$ cat config.mk
export PLATFORM = sky130hd
export DESIGN_NAME = polymul_sequencer_flat
export DESIGN_NICKNAME = d
export VERILOG_FILES = /design/src/rtl/kyber_ctrl_pkg.sv /design/src/rtl/polymul_sequencer_if.sv /design/src/rtl/seq_timer.sv /design/src/rtl/polymul_sequencer.sv /design/src/flat_wrapper.sv
export SDC_FILE = /design/constraint.sdc
export NUM_CORES = 1
export LEC_CHECK = 0
export ABC_AREA = 1
export ABC_CLOCK_PERIOD_IN_PS = 2600
export BUFFER_PORTS_ARGS = -buffer_cell sky130_fd_sc_hd__buf_2
export CAP_MARGIN = 20
export CORE_AREA = 2 2 62 64
export CTS_CLUSTER_DIAMETER = 120
export DETAILED_ROUTE_END_ITERATION = 12
export DIE_AREA = 0 0 64 66
export GPL_TIMING_DRIVEN = 0
export SLEW_MARGIN = 20
export SYNTH_ARGS = -nofsm -noshare
export SYNTH_HDL_FRONTEND = slang
export SYNTH_HIERARCHICAL = 1
export SYNTH_SLANG_ARGS = --single-unit
export TNS_END_PERCENT = 20
$ cat constraint.sdc
create_clock -name clk -period 2.6 [get_ports clk]
set_clock_uncertainty 0.15 [all_clocks]
set_input_delay 0.52 -clock clk [delete_from_list [all_inputs] [get_ports clk]]
set_output_delay 0.52 -clock clk [all_outputs]
set_load 0.02 [all_outputs]
$ cat src/rtl/kyber_ctrl_pkg.sv
// kyber_ctrl_pkg: op codes, sequencer states and default timing shared by the sequencer and its bench
package kyber_ctrl_pkg;
   typedef enum logic [1:0] {OP_FNTT = 2'd0, OP_PWM2 = 2'd1, OP_INTT = 2'd2, OP_FULL = 2'd3} op_t;
   typedef enum logic [1:0] {IDLE, ISSUE, RUN, DRAIN} state_t;
   localparam int DEF_FNTT_CYCLES = 225;
   localparam int DEF_PWM_CYCLES = 160;
   localparam int DEF_INTT_CYCLES = 225;
   localparam int DEF_DRAIN_CYCLES = 8;
   localparam int DEF_CNT_W = 9;
endpackage

$ cat src/rtl/polymul_sequencer_if.sv
// polymul_sequencer_if: command handshake between a requester and the sequencer
interface polymul_sequencer_if;
   import kyber_ctrl_pkg::*;
   logic cmd_valid;
   op_t cmd_op;
   logic cmd_ready;
   logic abort;
   modport master (output cmd_valid, output cmd_op, output abort, input cmd_ready);
   modport slave (input cmd_valid, input cmd_op, input abort, output cmd_ready);
endinterface

$ cat src/rtl/seq_timer.sv
// seq_timer: loadable down-counter that holds at zero, shared by the run and drain windows
module seq_timer import kyber_ctrl_pkg::*; #(
   parameter int CNT_W = DEF_CNT_W
) (
   input logic clk,
   input logic reset,
   input logic clr,
   input logic load,
   input logic [CNT_W-1:0] load_val,
   output logic zero
);
   logic [CNT_W-1:0] cnt;
   // clear beats load; otherwise count down and stick at zero
   always_ff @(posedge clk)
      if (reset || clr) cnt <= '0;
      else if (load) cnt <= load_val;
      else if (cnt != '0) cnt <= cnt - 1'b1;
   assign zero = (cnt == '0);
endmodule

$ cat src/rtl/polymul_sequencer.sv
// polymul_sequencer: accepts one op per handshake, pulses the generator start and times run plus drain
module polymul_sequencer import kyber_ctrl_pkg::*; #(
   parameter int FNTT_CYCLES = DEF_FNTT_CYCLES,
   parameter int PWM_CYCLES = DEF_PWM_CYCLES,
   parameter int INTT_CYCLES = DEF_INTT_CYCLES,
   parameter int DRAIN_CYCLES = DEF_DRAIN_CYCLES,
   parameter int CNT_W = DEF_CNT_W
) (
   input logic clk,
   input logic reset,
   polymul_sequencer_if.slave cmd,
   output logic start_fntt,
   output logic start_pwm2,
   output logic start_intt,
   output logic ag_clr,
   output logic busy,
   output logic [1:0] cur_op,
   output logic done
);
   state_t state, state_n;
   op_t sub, sub_n;
   logic full, full_n, t_clr, t_load, t_zero, accept, kill, finish;
   logic [CNT_W-1:0] t_val;
   assign accept = cmd.cmd_valid && cmd.cmd_ready && !cmd.abort;
   assign kill = (state != IDLE) && cmd.abort;
   assign finish = (state == DRAIN) && t_zero && !(full && sub != OP_INTT);
   seq_timer #(.CNT_W(CNT_W)) u_timer (
      .clk(clk),
      .reset(reset),
      .clr(t_clr),
      .load(t_load),
      .load_val(t_val),
      .zero(t_zero)
   );
   // state, current sub-op and FULL-chain flag
   always_ff @(posedge clk)
      if (reset) begin
         state <= IDLE;
         sub <= OP_FNTT;
         full <= 1'b0;
      end else begin
         state <= state_n;
         sub <= sub_n;
         full <= full_n;
      end
   // next state, sub-op chaining and timer loads; abort overrides everything
   always_comb begin
      state_n = state;
      sub_n = sub;
      full_n = full;
      t_clr = 1'b0;
      t_load = 1'b0;
      t_val = '0;
      if (kill) begin
         state_n = IDLE;
         sub_n = OP_FNTT;
         full_n = 1'b0;
         t_clr = 1'b1;
      end else begin
         unique case (state)
            IDLE: if (accept) begin
               state_n = ISSUE;
               full_n = (cmd.cmd_op == OP_FULL);
               sub_n = full_n ? OP_FNTT : cmd.cmd_op;
            end
            ISSUE: begin
               state_n = RUN;
               t_load = 1'b1;
               t_val = sub == OP_PWM2 ? CNT_W'(PWM_CYCLES - 1) :
                       sub == OP_INTT ? CNT_W'(INTT_CYCLES - 1) : CNT_W'(FNTT_CYCLES - 1);
            end
            RUN: if (t_zero) begin
               state_n = DRAIN;
               t_load = 1'b1;
               t_val = CNT_W'(DRAIN_CYCLES - 1);
            end
            DRAIN: if (t_zero) begin
               state_n = finish ? IDLE : ISSUE;
               sub_n = finish ? OP_FNTT : (sub == OP_FNTT ? OP_PWM2 : OP_INTT);
               full_n = finish ? 1'b0 : full;
            end
         endcase
      end
   end
   // registered outputs derived from the state being entered; reset keeps ag_clr low
   always_ff @(posedge clk)
      if (reset) begin
         cmd.cmd_ready <= 1'b1;
         busy <= 1'b0;
         cur_op <= 2'd0;
         start_fntt <= 1'b0;
         start_pwm2 <= 1'b0;
         start_intt <= 1'b0;
         ag_clr <= 1'b0;
         done <= 1'b0;
      end else begin
         cmd.cmd_ready <= (state_n == IDLE);
         busy <= (state_n != IDLE);
         cur_op <= (state_n == IDLE) ? 2'd0 : 2'(sub_n);
         start_fntt <= (state_n == ISSUE) && (sub_n == OP_FNTT);
         start_pwm2 <= (state_n == ISSUE) && (sub_n == OP_PWM2);
         start_intt <= (state_n == ISSUE) && (sub_n == OP_INTT);
         ag_clr <= kill;
         done <= finish && !kill;
      end
endmodule
$ cat src/flat_wrapper.sv
// flat-port wrapper written by rule: the top's interface ports become plain ports
module polymul_sequencer_flat import kyber_ctrl_pkg::*;
#(
   parameter int FNTT_CYCLES = DEF_FNTT_CYCLES,
   parameter int PWM_CYCLES = DEF_PWM_CYCLES,
   parameter int INTT_CYCLES = DEF_INTT_CYCLES,
   parameter int DRAIN_CYCLES = DEF_DRAIN_CYCLES,
   parameter int CNT_W = DEF_CNT_W
)
  (clk, reset, start_fntt, start_pwm2, start_intt, ag_clr, busy, cur_op, done, cmd_cmd_valid, cmd_cmd_op, cmd_abort, cmd_cmd_ready);
  polymul_sequencer_if cmd_i ();
  input logic clk;
  input logic reset;
  output logic start_fntt;
  output logic start_pwm2;
  output logic start_intt;
  output logic ag_clr;
  output logic busy;
  output logic [1:0] cur_op;
  output logic done;
  input wire logic [$bits(cmd_i.cmd_valid)-1:0] cmd_cmd_valid;
  input wire logic [$bits(cmd_i.cmd_op)-1:0] cmd_cmd_op;
  input wire logic [$bits(cmd_i.abort)-1:0] cmd_abort;
  output wire logic [$bits(cmd_i.cmd_ready)-1:0] cmd_cmd_ready;
  assign cmd_i.cmd_valid = cmd_cmd_valid;
  assign cmd_i.cmd_op = cmd_cmd_op;
  assign cmd_i.abort = cmd_abort;
  assign cmd_cmd_ready = cmd_i.cmd_ready;
  polymul_sequencer #(.FNTT_CYCLES(FNTT_CYCLES), .PWM_CYCLES(PWM_CYCLES), .INTT_CYCLES(INTT_CYCLES), .DRAIN_CYCLES(DRAIN_CYCLES), .CNT_W(CNT_W)) u_core (.clk(clk), .reset(reset), .cmd(cmd_i), .start_fntt(start_fntt), .start_pwm2(start_pwm2), .start_intt(start_intt), .ag_clr(ag_clr), .busy(busy), .cur_op(cur_op), .done(done));
endmodule
**Word-level counts from Yosys, hierarchy flattened**

Index checks and enable logic that the tools add are counted.
W data, S select, Z words.

- $add $sub $neg: 1
- Multipliers: 0
- Div/mod/pow operators: 0
- Order comparisons: 0
- Eq/ne operators: 12
- Shift operators: 0
- Mux-type cells: 27
- Bitwise operators: 0
- Reduce and logical (&&, ||, !) cells: 27

Operator list:

| operator | count |
|---|---|
| $mux W9 | 3 |
| $mux W2 | 10 |
| $pmux W9 S2 | 1 |
| $logic_and A1 B1 Y1 | 10 |
| $logic_not A9 Y1 | 1 |
| $reduce_bool A9 Y1 | 1 |
| $sub A9 B1 Y9 const B | 1 |
| $eq A2 B1 Y1 const B | 4 |
| $eq A2 B2 Y1 const B | 4 |
| $logic_not A2 Y1 | 4 |
| $pmux W2 S4 | 1 |
| $reduce_bool A2 Y1 | 4 |
| $mux W1 | 7 |
| $mux W7 | 1 |
| $ne A2 B1 Y1 const B | 3 |
| $pmux W1 S2 | 2 |
| $pmux W2 S2 | 1 |
| $reduce_and A4 Y1 | 1 |
| $reduce_or A2 Y1 | 2 |
| $logic_not A1 Y1 | 3 |
| $mux W3 | 1 |
| $ne A2 B2 Y1 const B | 1 |
| $logic_or A1 B1 Y1 | 1 |

- Register bits after elaboration: 23
- Latch bits: 0
- RAM bits: 0
- Memory bits (read-only): 0
- Bits of input ports: 6
- Output and inout bits: 9
- Word-level logic and storage cells: 79
- Memories kept: 0

**Depth between registers and ports, before layout**

- Word-level depth: 10
- Depth in mapped cells: 15
- Depth with buffers taken out: 15

**Cells and area by module**

Netlist, hierarchy kept.

By module, submodules not included:

| module | times used | cells an instance | area an instance (um2) |
|---|---|---|---|
| polymul_sequencer | 1 | 108 | 788.3 |
| seq_timer | 1 | 91 | 580.6 |

**Worst setup path after synthesis**

OpenSTA, ideal clock, no wires.

- Path kind: register -> register
- From: register u_core.u_timer.cnt[0]
- To: register u_core.u_timer.cnt[5]
- Setup time: 0.119 ns
- Arrival: 1.949 ns
- Required time: 2.331 ns
- Path slack: 0.382 ns
- Cell stages (with the launch flop): 15
- Path buffers: 2
- Path through: dfxtp_1 -> inv_1 -> ha_1 -> nand2_4 -> nor2_4 -> nand2_1 -> inv_1 -> nand2_1 -> a21oi_1 -> buf_4 -> inv_2 -> buf_2 -> or2_1 -> nand3_1 -> nor2_1

- Longest elaborated chain between the ends: 5
- Elaborated cells between the ends (all ways): 9
- Classes of those cells: add/sub (1); mux (5); reduce/logical (3)

Ends and longest elaborated chain:

| what | line | source |
|---|---|---|
| start: declaration | seq_timer.sv:12 | `logic [CNT_W-1:0] cnt;` |
| start signal: assignment | seq_timer.sv:16 | `else if (load) cnt <= load_val;` |
| start signal: assignment | seq_timer.sv:17 | `else if (cnt != '0) cnt <= cnt - 1'b1;` |
| $logic_not A9 Y1 * | seq_timer.sv:18 | `assign zero = (cnt == '0);` |
| net u_core.t_zero | polymul_sequencer.sv:22 | `logic full, full_n, t_clr, t_load, t_zero, accept, kill, finish;` |
| $mux W1 * | polymul_sequencer.sv:72 | `RUN: if (t_zero) begin` |
| $pmux W1 S2 * | polymul_sequencer.sv:60 | `unique case (state)` |
| $mux W1 * | polymul_sequencer.sv:54 | `if (kill) begin` |
| net u_core.t_load | polymul_sequencer.sv:22 |  |
| $mux W9 / $reduce_bool A2 Y1 (equally long branches) | n/a |  |

Mark *: on every way through the listed nets, which the timed path passes. The rest lies on a longest branch. The select of a mux whose other input is x is not followed.
A chain may end at the register's enable or synchronous reset.

**Worst setup path in the final report**

Ends and elaborated chain as after synthesis.

==> results.py <==
metrics = {
    "hold_path": {
        "hold_path.class": "in2reg",
    },
    "synth": {
        "ys_ff_latch": 23,
        "synth_cell_type_count": 29,
        "synth_top_family_by_area": "simple AND/OR/NAND/NOR gates",
        "synth_ff_type": "dfxtp_1",
        "synth_compound_area_share_pct": 10.9,
        "synthArstFlopShare_pct": 0,
        "netlist_area_um2": 1370,
        "synth-xor-area-share_pct": 0,
        "synth-seq-area-share_pct": 33.6,
        "avgSynthCellArea_um2": 6.88,
        "yosys.area_share.adder_pct": 4.57,
        "synth-simple-area-share_pct": 41.1,
        "synth_warnings": 6,
        "synth_mux_area_share_pct": 0,
        "synth_edf_count": 0,
        "postSynthCellCount": 199,
        "syn_nets": 210,
    },
    "layout": {
        "mostFrequentLayoutCell": "nand2_1",
        "final_cell_mix": "nand2_1 (46), nor2_1 (25), dfxtp_1 (23)",
        "fin_nets": 229,
        "n_antenna_cell": 0,
        "layout-drive-gt1-share_pct": 24.0,
        "synthToLayoutAreaGrowth_pct": 11.6,
        "n_fill_cell": 379,
        "fin_util_pct": 43.0,
    },
    "cts": {
        "insertion_delay_ps": 300,
        "cts_buffer_depth": 2,
        "cts_resized": 0,
        "post_cts_buffers": 0,
        "cts_tree": "built",
        "numCtsBuffers": 3,
        "hold_buffers": 0,
        "cts-root-buf": "clkbuf_4",
        "clk_pin_slew_ps": 120,
        "ctsHtreeMaxLevel": 1,
        "clock-sinks": 23,
    },
    "placement": {
        "io_buffers": 14,
        "dp_hpwl_mm": 2.10,
        "place_congestion": 0.825,
    },
    "grt": {
        "antenna_found_initial": 0,
        "grt_overflow": 0,
        "grt_max_degree": 13,
        "grt_pass1_wl_mm": 4.51,
        "grt_pass1_vias": 1108,
        "grt_usage_pct": 13.4,
    },
    "routing": {
        "drc": 0,
        "vias": 1218,
        "via_per_inst": 4.60,
        "dr.pass1.iters": 4,
        "drt_iter0_drc": 38,
        "routed_wirelength_mm": 2.63,
        "ant_nets": 0,
        "drt-wirelength-per-cell_um": 9.91,
    },
    "power_and_ir_drop": {
        "leakage_nw": 0.722,
        "power.density_nw_per_um2": 1090,
        "vdd_drop_max_v": 0.000435,
    },
    "floorplanning": {
        "core_area_um2": 3550,
        "ios": 15,
        "chipWidth_um": 64,
        "dieArea_um2": 4220,
        "initial_utilization_pct": 38.5,
        "die_h_um": 66,
        "num_rows": 22,
    },
    "sta": {
        "rsz0062_at_grt": "false",
        "period_minus_slack_ps": 2400,
        "final-hold-violation-count": 0,
        "slew_viol_final": 0,
        "setup_viol_count_final": 0,
        "fin_setup_tns_ps": 0,
        "max_freq_mhz": 418,
        "finalCritPeriodShare_pct": 92.1,
    },
    "worst_setup_path": {
        "crit_path_start_kind": "flip-flop",
        "crit_arrival_ps": 2450,
        "crit_path_end_kind": "flip-flop",
        "crit_type": "reg2reg",
        "worstPathRequired_ps": 2660,
        "worstPathMaxFanout": 10,
    },
    "run_status": {
        "outcome": "completed",
    },
    "flow_run": {
        "maxCapViolCount": 0,
    },
}
## path summary, 6_finish.rpt
check | startpoint | cells past startpoint | endpoint | slack [ps]
worst max-delay path | u_core/u_timer/cnt[0]$_SDFFE_PP0P_ | 14 | u_core/u_timer/cnt[5]$_SDFFE_PP0P_ | 200
worst min-delay path | reset | 2 | u_core/sub[1]$_SDFF_PP0_ | 290
worst min register to register | u_core/u_timer/cnt[1]$_SDFFE_PP0P_ | 2 | u_core/u_timer/cnt[1]$_SDFFE_PP0P_ | 370
worst max register to register | u_core/u_timer/cnt[0]$_SDFFE_PP0P_ | 14 | u_core/u_timer/cnt[5]$_SDFFE_PP0P_ | 200
## where the power goes
| part | internal, mW | switching [mW] |
|---|---|---|
| logic | 0.357 | 0.616 |
| registers | 0.450 | 0.0780 |
| clock network | 0.0599 | 0.104 |
| total | 0.867 | 0.797 |
## stage by stage
step | instances | setup slack [ps] | cell area, µm² | total power, mW | hold slack, ps
5_1_grt | 265 | 11.9 | 1530 | 1.84 | 277
6_report | 265 | 205 | 1530 | 1.66 | 294
3_3_place_gp | 261 | 116 | 1500 | 1.50 | 352
3_5_place_dp | 261 | 133 | 1500 | 1.50 | 358
4_1_cts | 265 | 106 | 1530 | 1.67 | 270
2_1_floorplan | 199 | 382 | 1370 | 1.33 | 327
## kinds of logic after synthesis
family          count (synthesis)
compound gates                 25
fa+ha+maj                       5
buf+inv                        32
flops                          23
other cells                     1
simple gates                  113
## area by class of cell
class	instances	area, µm²	area share (%)
Tap cell	48	60.1	3.93
Clock buffer	4	26.3	1.72
Sequential cell	23	460	30.1
Inverter	29	110	7.21
Timing Repair Buffer	14	70.1	4.59
Multi-Input combinational cell	144	781	51.1
Buffer	3	20.0	1.31
## critical path, cell delays in order (launching register included)
cell and delay (ps):
dfxtp_1 340, inv_1 90, ha_2 250, nand2_4 80, nor2_4 160, nand2_1 140
inv_2 130, nand2_1 80, a21oi_1 140, buf_4 180, inv_2 60, buf_2 170
or2_1 210, nand3_1 80, nor2_1 40
## cells in the mapped netlist (all sizes together), types with 2 or more instances
master  instances  area [µm²]
buf             3        20.0
o21ai           9        48.8
nand4           3        18.8
dfxtp          23         460
ha              5        62.6
nor3            2        10.0
nand2          56         240
nor2           31         161
inv            28         105
a21oi          14        85.1
nand3          18         113
or2             2        12.5
## state kept, by name, summed over array words and instances, names as in the netlist
signal                count
u_core/cmd.cmd_ready      1
u_core/u_timer/cnt        9
u_core/ag_clr             1
u_core/full               1
u_core/sub                2
u_core/cur_op             2
u_core/start_pwm2         1
u_core/start_fntt         1
u_core/busy               1
u_core/start_intt         1
u_core/state              2
u_core/done               1
## per-layer routing
| metal | vias up | global-route usage [%] | share of wire [%] |
|---|---|---|---|
| met1 | 537 | 15.0 | 44 |
| met5 | - | 0 | 0 |
| met4 | 0 | 2.99 | 0.46 |
| met3 | 2 | 3.07 | 3.0 |
| li1 | 659 | - | - |
| met2 | 20 | 25.5 | 52 |
Power figures use the tool's default switching activity.
